$ cat config.mk
export PLATFORM = sky130hd
export DESIGN_NAME = inst_cache
export DESIGN_NICKNAME = d
export VERILOG_FILES = /design/src/rtl/inst_cache_pkg.sv /design/src/rtl/inst_cache_array.sv /design/src/rtl/inst_cache.sv
export SDC_FILE = /design/constraint.sdc
export NUM_CORES = 1
export LEC_CHECK = 0
export BUFFER_PORTS_ARGS = -buffer_cell sky130_fd_sc_hd__buf_2
export CAP_MARGIN = 20
export CORE_UTILIZATION = 60
export DETAILED_ROUTE_END_ITERATION = 8
export PLACE_DENSITY = 0.79
export SLEW_MARGIN = 30
export SYNTH_ARGS = -nofsm -noshare
export SYNTH_HDL_FRONTEND = slang
export SYNTH_HIERARCHICAL = 1
export SYNTH_SLANG_ARGS = --single-unit
$ cat constraint.sdc
create_clock -name clk -period 8.21 [get_ports clk]
set_clock_uncertainty 0.15 [all_clocks]
set_input_delay 0.821 -clock clk [delete_from_list [all_inputs] [get_ports clk]]
set_output_delay 0.821 -clock clk [all_outputs]
set_load 0.1 [all_outputs]
$ cat src/rtl/inst_cache_pkg.sv
// Shared encodings for the instruction cache: reset level, valid flag,
// zero word and refill FSM states.
package inst_cache_pkg;

  localparam int unsigned WORD_W = 32;

  localparam logic              RST_ACTIVE = 1'b1;
  localparam logic              VALID      = 1'b1;
  localparam logic              INVALID    = 1'b0;
  localparam logic [WORD_W-1:0] ZERO_WORD  = WORD_W'(0);

  typedef enum logic {
    IDLE   = 1'b0,
    REFILL = 1'b1
  } state_t;

endpackage

$ cat src/rtl/inst_cache_array.sv
// Direct-mapped tag/data/valid storage: combinational read port,
// synchronous write port, synchronous clear of every valid bit.
module inst_cache_array
  import inst_cache_pkg::*;
#(
  parameter int unsigned LINES = 16,
  parameter int unsigned IDX_W = 4,
  parameter int unsigned TAG_W = 26
) (
  input  logic              clk,
  input  logic              clr,
  input  logic [IDX_W-1:0]  rd_idx,
  output logic              rd_valid,
  output logic [TAG_W-1:0]  rd_tag,
  output logic [WORD_W-1:0] rd_data,
  input  logic              wr_en,
  input  logic [IDX_W-1:0]  wr_idx,
  input  logic [TAG_W-1:0]  wr_tag,
  input  logic [WORD_W-1:0] wr_data
);

  logic [LINES-1:0]  valid;
  logic [TAG_W-1:0]  tag_mem  [LINES];
  logic [WORD_W-1:0] data_mem [LINES];

  // Clear wins over write so a flush never leaves a freshly written line valid.
  always_ff @(posedge clk) begin
    if (clr) begin
      valid <= {LINES{INVALID}};
    end else if (wr_en) begin
      valid[wr_idx] <= VALID;
    end
  end

  always_ff @(posedge clk) begin
    if (wr_en) begin
      tag_mem[wr_idx]  <= wr_tag;
      data_mem[wr_idx] <= wr_data;
    end
  end

  assign rd_valid = valid[rd_idx];
  assign rd_tag   = tag_mem[rd_idx];
  assign rd_data  = data_mem[rd_idx];

endmodule

$ cat src/rtl/inst_cache.sv
// Direct-mapped one-word-per-line instruction cache with zero-latency hits
// and a single outstanding refill to backing memory.
module inst_cache
  import inst_cache_pkg::*;
#(
  parameter int unsigned LINES = 16,
  parameter int unsigned IDX_W = 4
) (
  input  logic        clk,
  input  logic        rst,
  input  logic        ce,
  input  logic [31:0] pc,
  input  logic        flush,
  output logic [31:0] inst,
  output logic        instValid,
  output logic        stall,
  output logic        memReq,
  output logic [31:0] memAddr,
  input  logic        memAck,
  input  logic [31:0] memData
);

  localparam int unsigned TAG_W = 30 - IDX_W;

  state_t            state, state_nx;
  logic              mem_req_nx;
  logic [31:0]       mem_addr_nx;
  logic              discard, discard_nx;
  logic              wr_en;
  logic              hit_c;
  logic              rd_valid;
  logic [TAG_W-1:0]  rd_tag;
  logic [WORD_W-1:0] rd_data;
  logic              unused_pc;

  // Byte offset within the word is irrelevant to a word-granular cache.
  assign unused_pc = &{1'b0, pc[1:0]};

  inst_cache_array #(
    .LINES (LINES),
    .IDX_W (IDX_W),
    .TAG_W (TAG_W)
  ) u_array (
    .clk      (clk),
    .clr      ((rst == RST_ACTIVE) | flush),
    .rd_idx   (pc[IDX_W+1:2]),
    .rd_valid (rd_valid),
    .rd_tag   (rd_tag),
    .rd_data  (rd_data),
    .wr_en    (wr_en),
    .wr_idx   (memAddr[IDX_W+1:2]),
    .wr_tag   (memAddr[31:IDX_W+2]),
    .wr_data  (memData)
  );

  // A flush in the same cycle invalidates the line being looked up.
  assign hit_c = ce & (state == IDLE) & ~flush & (rd_valid == VALID)
               & (rd_tag == pc[31:IDX_W+2]);

  always_ff @(posedge clk) begin
    if (rst == RST_ACTIVE) begin
      state   <= IDLE;
      memReq  <= 1'b0;
      memAddr <= 32'h0;
      discard <= 1'b0;
    end else begin
      state   <= state_nx;
      memReq  <= mem_req_nx;
      memAddr <= mem_addr_nx;
      discard <= discard_nx;
    end
  end

  // discard remembers a flush seen mid-refill so the returning word is dropped.
  always_comb begin
    state_nx    = state;
    mem_req_nx  = memReq;
    mem_addr_nx = memAddr;
    discard_nx  = discard;
    wr_en       = 1'b0;
    inst        = ZERO_WORD;
    instValid   = 1'b0;
    stall       = 1'b0;
    case (state)
      IDLE: begin
        if (ce) begin
          if (hit_c) begin
            inst      = rd_data;
            instValid = 1'b1;
          end else begin
            stall       = 1'b1;
            state_nx    = REFILL;
            mem_req_nx  = 1'b1;
            mem_addr_nx = {pc[31:2], 2'b00};
            discard_nx  = 1'b0;
          end
        end
      end
      REFILL: begin
        stall = 1'b1;
        if (flush) discard_nx = 1'b1;
        if (memAck) begin
          wr_en      = ~flush & ~discard;
          state_nx   = IDLE;
          mem_req_nx = 1'b0;
          discard_nx = 1'b0;
        end
      end
    endcase
    if (rst == RST_ACTIVE) begin
      inst      = ZERO_WORD;
      instValid = 1'b0;
      stall     = 1'b0;
      wr_en     = 1'b0;
    end
  end

endmodule

* Yosys cells after proc, flatten, opt, wreduce, memory -nomap -nowiden
Memories as Yosys holds them, arrays and structs flattened.
Cells that the tools add are included.
** Cells by class
- Add/subtract/negate cells :: 0
- Multiply operators :: 0
- Div/mod/pow operators :: 0
- Magnitude comparators :: 3
- Equal/unequal tests :: 5
- Shift-type cells :: 0
- Muxes and demuxes :: 32
- Bitwise gates (word level) :: 11
- Reductions and logical operators :: 4
** Operators with widths (count)
- $mux 32 :: 4
- $eq 26x26->1 :: 1
- $mux 1 :: 22
- $or 16x16->16 :: 1
- $lt 4x5->1 const B :: 2
- $reduce_and 3->1 :: 3
- $pmux 1 s2 :: 4
- $ne 2x2->1 const B :: 3
- $and 1x1->1 :: 5
- $bmux 1 s4 :: 1
- $demux 1 s4 :: 1
- $ge 4x1->1 const B :: 1
- $not 1->1 :: 4
- $ne 3x3->1 const B :: 1
- $logic_and 1x1->1 :: 1
- $or 1x1->1 :: 1
** Word-level totals
- Register bits :: 49
- Latch bits :: 0
- RAM bits :: 928
- Memory bits (read-only) :: 0
- Bits of input ports :: 69
- Output and inout bits :: 67
- Logic and storage cells :: 62
- Memories kept :: 2
** Memory list
- u_array.data_mem :: depth 16, width 32, read ports 1, clocked after memory_dff 0, write ports 1, line inst_cache_array.sv:24 : logic [WORD_W-1:0] data_mem [LINES];
- u_array.tag_mem :: depth 16, width 26, read ports 1, clocked after memory_dff 0, write ports 1, line inst_cache_array.sv:23 : logic [TAG_W-1:0] tag_mem [LINES];

* Longest topological paths before layout
- Depth after elaboration :: 9
- Mapped depth :: 12
- Gate-level depth less buffers :: 8

* Cells and area by module
The synthesis kept the hierarchy.
** Modules (own cells, without submodules)
- inst_cache_array :: times used 1, cells each 1506, area an instance 35323.9 um2, sequential area each 28187.0 um2
- inst_cache :: times used 1, cells each 232, area an instance 2100.8 um2, sequential area each 660.6 um2

* Least setup slack after synthesis
No wires, ideal clock.
- Kind :: input to register
- Start :: in rst
- End :: mem u_array.data_mem[0][0] (enable)
- Setup time :: 0.545 ns
- Arrival :: 6.186 ns
- Required time :: 7.515 ns
- Setup slack :: 1.329 ns
- Stages on the path :: 5
- Buffers on the path :: 1
- Cells stage by stage :: clkbuf_1 > or2_2 > nor3_1 > or3b_2 > nor3_1
** On the way
- Cells in the longest elaborated chain, start to end :: 3
** RTL lines
- start: declaration :: line inst_cache.sv:10 : input logic rst,
- $mux 1 :: line inst_cache.sv:110 : if (rst == RST_ACTIVE) begin
- net wr_en :: line inst_cache.sv:29 : logic wr_en;
- $mux 1 :: line inst_cache_array.sv:36 : if (wr_en) begin
- $mux 1 (implied by the code) :: line inst_cache_array.sv:38 : data_mem[wr_idx] <= wr_data;
- end: declaration :: line inst_cache_array.sv:24
The timed path passes the listed nets, and every way through them passes these cells.

* Worst setup path in the final report
- Start :: in pc[3]
- End :: out inst[5]
** On the way
- Elaborated cells on any way between the ends :: 11
- Those cells by class :: 1 x eq/ne; 6 x mux; 2 x bitwise; 2 x memory
** RTL lines
- start: declaration :: line inst_cache.sv:12 : input logic [31:0] pc,
- $mem_v2 16x26
- net rd_tag[25] :: line inst_cache.sv:32 : logic [TAG_W-1:0] rd_tag;
- $eq 26x26->1 :: line inst_cache.sv:58 : & (rd_tag == pc[31:IDX_W+2]);
- $and 1x1->1 :: line inst_cache.sv:58
- $mux 32 :: line inst_cache.sv:87 : if (hit_c) begin
- $mux 32 :: line inst_cache.sv:86 : if (ce) begin
- $mux 32 :: line inst_cache.sv:84 : case (state)
- $mux 32 :: line inst_cache.sv:110
- end: declaration :: line inst_cache.sv:14 : output logic [31:0] inst,
The timed path passes the listed nets, and every way through them passes these cells. The select of a mux whose other input is x is not followed.

==> metrics.txt <==
Placed Area=0.03927 mm²; final WL=89,030 µm; Crit path max-delay family=buffers and inverters; Synth Instances=1,738; mapped cell area=0.03742 mm²; worst hold path class=reg -> reg; Congestion Overflow GR=0; DP HPWL=41,970 µm; DR vias/cell=6.648; critical path's largest stage delay=0.64 ns; Clock Path Buffers=3; flops & latches, synth=977; Max IR drop VDD=205.6 µV; Buf/Inv on CP=4; drt first pass iters=8; antenna violations before repair=7; Most Frequent Cell on Critical Path=buf_4; commonest non-fill, non-tap cell in the layout=edfxtp_1; NetSw=2.218 mW; Clk pwr share=43.2%; row count=91; Sw Share=20.86%; I/O Buffers=131; Setup Viol. Count Final=0; # DRC=0; first-pass GRT wire length=129,200 µm; critical path's slowest cell=buf_8; Fill cells=3,640; GPL Wtd Cong=0.7768; register area share after synthesis=77.08%; Final Cell Area=0.04263 mm²; cell-by-cell trace of the critical path=buf_8, buf_4, mux4_2, a22oi_1, nand2_1, xor2_1, nor4_1, nand4_1, nor4_4, buf_4, and2_1, buf_2; Core ar.=0.06171 mm²; pin count of the biggest net entering global routing=105; Req. time, crit path=7.24 ns; post-layout min period=6.008 ns; CTS sink count=977; Final Core Density=69.08%; final max-slew violation count=0; actual slew at the worst max-slew pin=0.9948 ns; postcts setup bufs=0; Seq pwr share=51.9%; hold-fix buffers at CTS=0; Slew HR=33.68%; WHS=0.3121 ns; final worst-path cycle share=73.18%; Fmax=0.1664 GHz; fin nets=1,984; Die Y=251.8 µm; FF-to-FF path depth=5; Setup TNS Final=0 ns; Worst-Skew Late Latency=0.66 ns; Post-DRT Antenna Nets=0; initial core utilization=60.64%; post-synthesis cell type count=39; most frequent cells in the layout=edfxtp_1, mux4_2, buf_2, a22oi_1, clkbuf_16; status=finished clean; Area Growth Syn to Fin=13.91%; Avg Inst Size Synth=21.53 µm²; top-level I/O count=136; CTS tree=done; layout cells sized above 1=28.94%; CP Max Fanout=104; P per Cell Area=249.4 mW/mm²; GRT Util Overall=28.66%; Critical Path End Type=primary output; via count of the first global-routing pass=19,543; CTS Buf Count=94; CTS resizes=0; unrepaired setup endpoints after global routing=false; Pint=8.415 mW; 1st-iter DRT viols=2,288; Crit path depth=12; total number of vias=18,860; Comb pwr share=4.8%; clock-pin transition on the worst setup and hold timing paths=0.06 ns; Avg WL per Cell=31.38 µm; Fin. Hold Viols=0; Crit Path Class=in -> out; Place WS=2.119 ns; die area=0.06338 mm²; Pleak=14.20 nW; Max-Cap Viols=0; Die Span X=251.8 µm; Root Buffer=clkbuf_16; Worst EP arrival=5.04 ns; min setup slack post-route=2.202 ns; CTS H-tree lvls=3; Synth Warn #=6; CP Launch Type=input port; hold depth=1
[kinds of logic after synthesis]
logic type,Yosys count,share of synthesized area (%)
and+or+nand+nor,230,3.313
muxes,266,15.00
other,1,0.01002
buffers and inverters,98,1.274
AOI/OAI and AO/OA,140,2.708
DFF,977,77.08
xor gates and xnor gates,26,0.6085
[synth_stat cells]
cell type	instances	area, µm²
mux4_2	236	5315
nand2b_1	63	394.1
edfxtp_1	928	27870
a21oi_2	1	8.760
and3_1	1	6.260
xor2_1	26	227.7
nor3_1	6	30.03
or3_1	1	6.260
and2_1	33	206.5
mux2i_1	30	300.3
buf_2	33	165.2
buf_4	2	15.01
conb_1	1	3.750
and3b_1	2	17.52
or3b_2	1	8.760
clkbuf_1	51	191.4
a21oi_1	14	70.07
or4_1	1	7.510
buf_6	8	90.09
nor2_1	32	120.1
nand2_1	61	229.0
o2bb2ai_1	1	8.760
nand3_1	2	10.01
dfxtp_1	49	980.9
nor3_2	1	10.01
nand3b_1	2	15.01
and4_1	1	8.760
nand4_1	1	6.260
a22oi_1	118	885.9
o21a_1	2	15.01
or2_2	1	6.260
nor2b_1	6	37.54
a31oi_1	4	25.02
nor4_4	1	21.27
nor4_1	11	68.82
nor3b_1	1	7.510
nand4bb_1	1	11.26
or4_4	1	11.26
buf_1	4	15.01
[stage by stage]
step / cells / power (mW)
2_1_floorplan: 1739 / 5.963
3_3_place_gp: 2649 / 6.113
3_5_place_dp: 2654 / 6.131
4_1_cts: 2832 / 10.66
5_1_grt: 2835 / 10.87
6_report: 2837 / 10.63
[final cells by class]
class | count | area [µm²] | share of cell area, %
antenna | 3 | 7.507 | 0.01761
clock buffer | 121 | 2549 | 5.979
clock inverter | 57 | 742.0 | 1.740
multi-input combinational | 664 | 8247 | 19.34
sequential | 977 | 28850 | 67.67
tap | 837 | 1047 | 2.457
timing repair buffer | 178 | 1190 | 2.791
[state kept, by name, indices dropped and copies added, names as in the netlist]
signal	cells
memAddr	30
u_array/data_mem	512
u_array/tag_mem	416
u_array/valid	16
discard	1
state	1
memReq	1
[power groups by stage]
stage	clock, mW	sequential [mW]	combinational [mW]
2_1_floorplan	0	5.69	0.276
3_3_place_gp	0	5.62	0.491
3_5_place_dp	0	5.63	0.502
4_1_cts	4.63	5.52	0.513
5_1_grt	4.80	5.53	0.542
6_report	4.59	5.52	0.515
[per-layer routing]
metal	wire length, µm	track usage [%]	vias to the layer above
li1	-	-	7579
met1	32930	38.63	9857
met5	58	0	-
met3	8560	6.128	213
met2	44310	46.65	1203
met4	3159	10.77	8
[path summary, 6_finish.rpt]
| path | endpoint | start | slack (ns) |
|---|---|---|---|
| max | inst[5] | pc[3] | 2.20 |
| min | memReq | memReq | 0.31 |
| min reg2reg | memReq | memReq | 0.31 |
| max reg2reg | u_array/data_mem[7][21] | state | 4.32 |
No activity file was read; power rests on OpenSTA's default activity.
